==> src/rtl/cs_pkg.sv <==
// Shared types and constants for the multi-beat carry-skip serial adder.
package cs_pkg;

   // Bits consumed by the adder slice on every beat.
   localparam int unsigned BYTE_W = 8;

   typedef enum logic [1:0] {
      IDLE = 2'd0,
      RUN  = 2'd1,
      DONE = 2'd2
   } cs_state_e;

   // Number of byte beats needed to add two width-bit operands.
   function automatic int unsigned calc_nbeats(input int unsigned width);
      return width / BYTE_W;
   endfunction

endpackage

==> src/rtl/cs_add8.sv <==
// Combinational 8-bit carry-skip adder slice: two 4-bit ripple groups, with the
// upper group's carry-in forwarded straight to the carry-out when all of its
// bits propagate.
module cs_add8
   import cs_pkg::*;
(
   input  logic [7:0] A,
   input  logic [7:0] B,
   input  logic       CIN,
   output logic [7:0] S,
   output logic       COUT
);

   logic [7:0] p;
   logic [7:0] g;
   logic [8:0] c;
   logic       c8_ripple;
   logic       skip;

   assign p = A ^ B;
   assign g = A & B;

   // Ripple the carry through both 4-bit groups and form per-bit sums.
   always_comb begin
      c    = '0;
      c[0] = CIN;
      for (int i = 0; i < 8; i++) begin
         c[i+1] = g[i] | (p[i] & c[i]);
      end
   end

   assign S         = p ^ c[7:0];
   assign c8_ripple = c[8];
   // Skip path: upper group fully propagating passes c4 directly to the output.
   assign skip      = (&p[7:4]) & c[4];
   assign COUT      = c8_ripple | skip;

endmodule

==> src/rtl/cs_serial_adder.sv <==
// Multi-beat wide adder: streams operands one byte per clock, LSB first,
// through an 8-bit carry-skip slice and assembles the sum in a shift register.
module cs_serial_adder
   import cs_pkg::*;
#(
   parameter int unsigned WIDTH = 32
) (
   input  logic             clk,
   input  logic             rst_n,
   input  logic             in_valid,
   output logic             in_ready,
   input  logic [WIDTH-1:0] A,
   input  logic [WIDTH-1:0] B,
   input  logic             CIN,
   output logic             out_valid,
   input  logic             out_ready,
   output logic [WIDTH-1:0] S,
   output logic             COUT,
   output logic             OVF
);

   localparam int unsigned NBEATS = calc_nbeats(WIDTH);
   localparam int unsigned CNT_W  = (NBEATS > 1) ? $clog2(NBEATS) : 1;
   localparam logic [CNT_W-1:0] LAST_BEAT = CNT_W'(NBEATS - 1);

   cs_state_e        state_q, state_d;
   logic [WIDTH-1:0] opa_q, opa_d;
   logic [WIDTH-1:0] opb_q, opb_d;
   logic [WIDTH-1:0] sum_q, sum_d;
   logic [CNT_W-1:0] cnt_q, cnt_d;
   logic             carry_q, carry_d;
   logic             amsb_q, amsb_d;
   logic             bmsb_q, bmsb_d;
   logic             cout_q, cout_d;
   logic             ovf_q, ovf_d;

   logic [7:0]       s8;
   logic             c8;
   logic [WIDTH-1:0] sum_shift;

   cs_add8 u_add8 (
      .A    (opa_q[7:0]),
      .B    (opb_q[7:0]),
      .CIN  (carry_q),
      .S    (s8),
      .COUT (c8)
   );

   // New byte enters at the top so the LSB byte ends up at the bottom after NBEATS shifts.
   if (WIDTH > BYTE_W) begin : g_wide
      assign sum_shift = {s8, sum_q[WIDTH-1:BYTE_W]};
   end else begin : g_narrow
      assign sum_shift = s8;
   end

   // Next-state logic for the controller, operand shifters and result registers.
   always_comb begin
      state_d = state_q;
      opa_d   = opa_q;
      opb_d   = opb_q;
      sum_d   = sum_q;
      cnt_d   = cnt_q;
      carry_d = carry_q;
      amsb_d  = amsb_q;
      bmsb_d  = bmsb_q;
      cout_d  = cout_q;
      ovf_d   = ovf_q;

      case (state_q)
         IDLE: begin
            if (in_valid) begin
               opa_d   = A;
               opb_d   = B;
               carry_d = CIN;
               cnt_d   = '0;
               amsb_d  = A[WIDTH-1];
               bmsb_d  = B[WIDTH-1];
               state_d = RUN;
            end
         end
         RUN: begin
            opa_d   = opa_q >> BYTE_W;
            opb_d   = opb_q >> BYTE_W;
            sum_d   = sum_shift;
            carry_d = c8;
            cnt_d   = cnt_q + CNT_W'(1);
            if (cnt_q == LAST_BEAT) begin
               cout_d  = c8;
               // Carry into the MSB is a^b^s at that bit; xor with carry out gives overflow.
               ovf_d   = amsb_q ^ bmsb_q ^ s8[7] ^ c8;
               state_d = DONE;
            end
         end
         DONE: begin
            if (out_ready) begin
               state_d = IDLE;
            end
         end
         default: state_d = IDLE;
      endcase
   end

   // State and datapath registers with synchronous active-low reset.
   always_ff @(posedge clk) begin
      if (!rst_n) begin
         state_q <= IDLE;
         opa_q   <= '0;
         opb_q   <= '0;
         sum_q   <= '0;
         cnt_q   <= '0;
         carry_q <= 1'b0;
         amsb_q  <= 1'b0;
         bmsb_q  <= 1'b0;
         cout_q  <= 1'b0;
         ovf_q   <= 1'b0;
      end else begin
         state_q <= state_d;
         opa_q   <= opa_d;
         opb_q   <= opb_d;
         sum_q   <= sum_d;
         cnt_q   <= cnt_d;
         carry_q <= carry_d;
         amsb_q  <= amsb_d;
         bmsb_q  <= bmsb_d;
         cout_q  <= cout_d;
         ovf_q   <= ovf_d;
      end
   end

   assign in_ready  = (state_q == IDLE);
   assign out_valid = (state_q == DONE);
   assign S         = sum_q;
   assign COUT      = cout_q;
   assign OVF       = ovf_q;

endmodule
==> config.mk <==
export PLATFORM = sky130hd
export DESIGN_NAME = cs_serial_adder
export DESIGN_NICKNAME = d
export VERILOG_FILES = /design/src/rtl/cs_pkg.sv /design/src/rtl/cs_add8.sv /design/src/rtl/cs_serial_adder.sv
export SDC_FILE = /design/constraint.sdc
export NUM_CORES = 1
export LEC_CHECK = 0
export BUFFER_PORTS_ARGS = -buffer_cell sky130_fd_sc_hd__buf_2
export CAP_MARGIN = 30
export CORE_ASPECT_RATIO = 0.8
export CORE_UTILIZATION = 54
export DETAILED_ROUTE_END_ITERATION = 7
export GPL_TIMING_DRIVEN = 0
export HOLD_SLACK_MARGIN = 0.02
export PLACE_DENSITY = 0.8
export REMOVE_ABC_BUFFERS = 1
export SLEW_MARGIN = 20
export SYNTH_ARGS = -nofsm -noshare
export SYNTH_HDL_FRONTEND = slang
export SYNTH_SLANG_ARGS = --single-unit
export TNS_END_PERCENT = 20
==> constraint.sdc <==
create_clock -name clk -period 5.1 [get_ports clk]
set_input_delay 0.255 -clock clk [delete_from_list [all_inputs] [get_ports clk]]
set_output_delay 0.255 -clock clk [all_outputs]
set_load 0.02 [all_outputs]
# --- After elaboration in Yosys (flattened, before gate mapping) ---
# Index checks and enable logic that the tools add are counted.
totals:
  regBits: 105
  in_bits: 69
  output_inout_bits: 36
  word_cells: 60
op_classes:
  add_sub_neg: 1
  eq_ne: 6
  n_mux: 12
  n_bitwise: 24
  n_reduce_logical: 7
ops:
  columns: ["cell", "n"]
  rows:
  - ["one-hot mux 32 bit (2 select lines)", 2]
  - ["2-to-1 mux 32 bit", 2]
  - ["XOR 8 bit", 2]
  - ["AND 1 bit", 9]
  - ["bitwise OR 1 bit", 9]
  - ["AND 8 bit", 1]
  - ["2-to-1 mux 2 bit", 4]
  - ["one-hot mux 2 bit (3 select lines)", 1]
  - ["AND reduction 2 bit", 3]
  - ["== test 2 bit, second input constant", 2]
  - ["!= test 2 bit, second input constant", 2]
  - ["one-hot mux 2 bit (2 select lines)", 1]
  - ["AND reduction 4 bit", 1]
  - ["AND reduction 3 bit", 1]
  - ["XOR 1 bit", 3]
  - ["adder 2 x 1 -> 2 bit, second input constant", 1]
  - ["== test 2 x 1 -> 1 bit, second input constant", 1]
  - ["logical NOT 2 bit", 1]
  - ["!= test 2 x 1 -> 1 bit, second input constant", 1]
  - ["one-hot mux 1 bit (2 select lines)", 1]
  - ["nonzero test 2 bit", 1]
  - ["2-to-1 mux 1 bit", 1]

# --- Depth between registers and ports, before layout ---
depth:
  word_depth: 19
  mapped_depth: 15

# --- Cells and area by module ---
# A second synthesis with hierarchy kept.
hier_totals:
  cells_unflattened: 474
  hier_area_um2: 4648.2
by_module_without_submodules:
  columns: ["module", "instances", "cells_each", "area_per_inst_um2", "seq_area_each_um2"]
  rows:
  - ["cs_serial_adder", 1, 450, 4386.7, 2102.0]
  - ["cs_add8", 1, 24, 261.5, 0.0]

# --- Worst setup path after synthesis ---
# Ideal clock, no wire load.
synth_timing:
  path_kind: "reg2reg"
  start: "register opa_q[0]"
  end: "register ovf_q (netlist: OVF)"
  setup_ps: 122
  arrival_ps: 3837
  path_slack_ps: 1141
  stages_incl_launch_ff: 16
  path_cell_list: "dfxtp_1 > inv_1 > fa_1 > inv_1 > fa_1 > fa_1 > fa_1 > fa_1 > fa_1 > fa_1 > inv_1 > fa_1 > xor2_1 > xnor2_1 > xnor2_1 > a21oi_1"
synth_via:
  elab_chain_len: 19
synth_rtl:
  columns: ["element", "line_no", "rtl"]
  rows:
  - ["start, declared", "cs_serial_adder.sv:27", "logic [WIDTH-1:0] opa_q, opa_d;"]
  - ["start signal, assigned", "cs_serial_adder.sv:118", "opa_q <= opa_d;"]
  - ["XOR 8 bit", "cs_add8.sv:20", "assign p = A ^ B;"]
  - ["AND 1 bit", "cs_add8.sv:28", "c[i+1] = g[i] | (p[i] & c[i]);"]
  - ["bitwise OR 1 bit (*)", "cs_add8.sv:28", null]
  - ["AND 1 bit (*)", "cs_add8.sv:28", null]
  - ["bitwise OR 1 bit (*)", "cs_add8.sv:28", null]
  - ["AND 1 bit (*)", "cs_add8.sv:28", null]
  - ["bitwise OR 1 bit (*)", "cs_add8.sv:28", null]
  - ["AND 1 bit (*)", "cs_add8.sv:28", null]
  - ["[3 not listed]", null, null]
  - ["AND 1 bit", "cs_add8.sv:28", null]
  - ["bitwise OR 1 bit", "cs_add8.sv:28", null]
  - ["AND 1 bit", "cs_add8.sv:28", null]
  - ["bitwise OR 1 bit", "cs_add8.sv:28", null]
  - ["AND 1 bit", "cs_add8.sv:28", null]
  - ["bitwise OR 1 bit", "cs_add8.sv:28", null]
  - ["bitwise OR 1 bit", "cs_add8.sv:36", "assign COUT = c8_ripple | skip;"]
  - ["XOR 1 bit (*)", "cs_serial_adder.sv:90", "ovf_d = amsb_q ^ bmsb_q ^ s8[7] ^ c8;"]
  - ["end signal, assigned", "cs_serial_adder.sv:126", "ovf_q <= ovf_d;"]
  - ["end, declared", "cs_serial_adder.sv:35", "logic ovf_q, ovf_d;"]
# Every way passes the cells marked *; elsewhere a longest branch is shown, timed or not.
# A chain may end at the register's enable or synchronous reset.

# --- Final worst setup path ---
# Same ends and word-level chain as after synthesis.

==> summary.txt <==
Timing
  • Min Clock Period, post-route: 4.23 ns
  • Achievable Freq: 236 MHz
  • Worst-Margin Slew: 0.848 ns
  • Slew headroom: 0.435
  • Crit share post-route: 0.830
  • Hold Vio Cnt, Final: 0
  • Count of pins over their slew limit: 0
  • Clock Skews: 0.00895 ns
  • Unrepaired setup endpoints after global routing: no
  • Final setup fails: 0

Clocking
  • CTS tree: yes
  • Clock Tree Root: clkbuf_8
  • Clk slew on worst S/H paths: 0.10 ns
  • CTS max path bufs: 2
  • Clock H-tree levels: 3
  • Cts bufs inserted: 9
  • # resized after CTS: 0
  • Postcts setup bufs: 0
  • CTS Hold Bufs: 0
  • Worst skew pair latency: 0.37 ns
  • Clock sink total: 105

Yosys
  • Netlist Area Pre-Place: approximately 0.0046 sq mm
  • Register area share after synthesis: 0.456
  • Cell with the most instances after synthesis: nand2_1
  • Top cell type's share of synthesized area: 0.456
  • Fraction of registers with async set/reset: 0
  • Synth cell types: 29
  • Seq cells post-synth: 105
  • Primary FF master, synth: dfxtp_1
  • Syn Area/Cell: slightly below 9 sq um
  • Synth cell count leaders: 172 x nand2_1, 105 x dfxtp_1, 50 x nand3_1
  • Synth area leader: dfxtp_1
  • Yosys warns: 0
  • Number of synthesized flops with an enable pin: 0
  • Largest cells by area after synthesis: dfxtp_1 46%, nand2_1 14%, o211a_1 10%, nand3_1 5.4%, a21boi_0 4.7%
  • Synth Instances: 528

Global route
  • Grt met2 use: 0.399
  • GR Util met1: 0.269
  • Largest net degree at the start of global routing: 75
  • First-pass GRT wire length: 16,000 um
  • GRT met3 Usage: 0.0505
  • Grt ovf: 0
  • Initial antenna violation count: 0
  • Vias in the first global route: 3,543
  • Gr busiest metal: met2
  • Total GRT Usage: 0.224

Die
  • Total I/O pin count: 105
  • Core region area: 0.00809 sq mm
  • Row Count: 29
  • Vert. Die Dim: 84.7 um
  • Initial Util: 0.570
  • Die width: 105 um
  • Die area: 0.00892 sq mm

Route
  • Routed wire length: roughly 9500 um
  • Initial DRC Count: 174
  • DR vias: 3,797
  • Initial DRT Pass Iterations: 5
  • Drt drc: 0
  • Via/cell ratio: around 5.3
  • WL/cell: 13.2 um
  • DRT antenna net count: 0

Cells and area
  • Layout cell share with drive strength beyond 1: 0.216
  • Ant diodes: 0
  • Nets: 688
  • Final Core Density: 0.668
  • P&R area growth vs syn: 17.1%

Critical path
  • Worst Setup End Kind: flop
  • Crit start category: flop
  • R2r worst-path depth: 15
  • Crit Reg-Reg Startpoint: opa_q[0]$_SDFFE_PN0P_
  • Worst Path Arrival: 4.49 ns
  • FF-to-FF End: OVF$_SDFFE_PN0P_
  • R2R Setup Slk: 0.87 ns
  • Critical Path RT: approximately 5.4 ns
  • Critical path type: flop to flop
  • CP max FO: 2

Hold path
  • Worst hold endpoint: opa_q[27]$_SDFFE_PN0P_
  • WHS Path Cells: 3
  • Hold Path Origin: A[27]
  • Hold Crit Class: primary input to flop

Outcome
  • Status: finished, final reports clean

Power
  • Max VDD drop: 0.191 mV
  • Pwr Density: ~320 mW/mm^2
  • Leak Pwr: 2.73 nW
  • Pwr Total: 1.71 mW

Placed design
  • PortBufs: between 100 and 150
  • DP HPWL: 6290 um
  • Placer Congestion: roughly 0.77

Run
  • Reported max-cap violation count: 0
## sequential cells by signal, indices dropped and copies added (netlist names), 2 cells and up
| register | cells |
|---|---|
| opb_q | 32 |
| cnt_q | 2 |
| state_q | 2 |
| S | 32 |
| opa_q | 32 |
## placed cells by master, fill, tap and decap left out, drive strengths merged, types with 5 or more instances in the layout
master / n
a21boi: 35
a22oi: 14
buf: 111
clkbuf: 9
dfxtp: 105
fa: 8
ha: 5
inv: 10
nand2: 172
nand3: 50
nor2b: 19
o211a: 47
## final cells by class
cell class	instances	area, sq um
fillers	687	2690
multi-input cells	372	2240
flip-flops and latches	105	2100
repair buffers	111	701
well taps	108	135
clock buffers	9	124
clock inverters	7	75.1
inverters	7	26.3
## metal layers
layer / share of wire / vias to the layer above / wire length [um]
li1: - / 1924 / -
met1: 0.45 / 1762 / 4250
met2: 0.48 / 99 / 4560
met3: 0.065 / 12 / 623
met4: 0.0094 / 0 / 90
met5: 0 / - / 0
## worst max-delay path by stage
| stage | slack [ns] | cells after the start | startpoint | endpoint |
|---|---|---|---|---|
| 6_report | 0.87 | 15 | opa_q[0]$_SDFFE_PN0P_ | OVF$_SDFFE_PN0P_ |
| 5_1_grt | 0.65 | 15 | opa_q[0]$_SDFFE_PN0P_ | OVF$_SDFFE_PN0P_ |
| 4_1_cts | 0.84 | 15 | opa_q[0]$_SDFFE_PN0P_ | OVF$_SDFFE_PN0P_ |
| 3_5_place_dp | 0.86 | 15 | opa_q[0]$_SDFFE_PN0P_ | OVF$_SDFFE_PN0P_ |
| 3_3_place_gp | -0.50 | 4 | state_q[0]$_SDFFE_PN0P_ | COUT$_SDFFE_PN0P_ |
| 2_1_floorplan | 1.14 | 15 | opa_q[0]$_SDFFE_PN0P_ | OVF$_SDFFE_PN0P_ |
## stage by stage
step	TNS, ns	instances	hold WS (ns)	cell area [sq um]	setup WS, ns
finish	0	719	0.144	5410	0.868
floorplan	0	484	0.373	4350	1.14
CTS	0	719	0.126	5410	0.836
detailed placement	0	703	0.450	5210	0.864
global route	0	719	0.130	5410	0.647
global placement	-13.06	696	0.439	5000	-0.500
## critical path: stages, from the launching register on
cell,delay (ns)
dfxtp_1,0.32
inv_1,0.08
fa_1,0.18
inv_1,0.05
fa_1,0.39
fa_1,0.39
fa_1,0.43
fa_1,0.40
fa_1,0.39
fa_1,0.39
inv_1,0.08
fa_1,0.45
xor2_1,0.17
xnor2_1,0.17
xnor2_1,0.13
a21oi_1,0.08
## kinds of logic after synthesis
group / count (synthesis) / synth area share
muxes: 1 / 0.00217
buffers and inverters: 51 / 0.0634
xor gates and xnor gates: 3 / 0.00570
adders and majority gates: 13 / 0.0483
and+or+nand+nor: 253 / 0.235
DFF: 105 / 0.456
AOI/OAI and AO/OA: 102 / 0.190
## power breakdown
part / internal, mW / switching [mW] / leakage (nW) / total, mW
Sequential: 0.874 / 0.0343 / 0.862 / 0.909
Clock: 0.231 / 0.285 / 0.104 / 0.517
Combinational: 0.127 / 0.154 / 1.76 / 0.281
No activity file was read; power rests on OpenSTA's default activity.
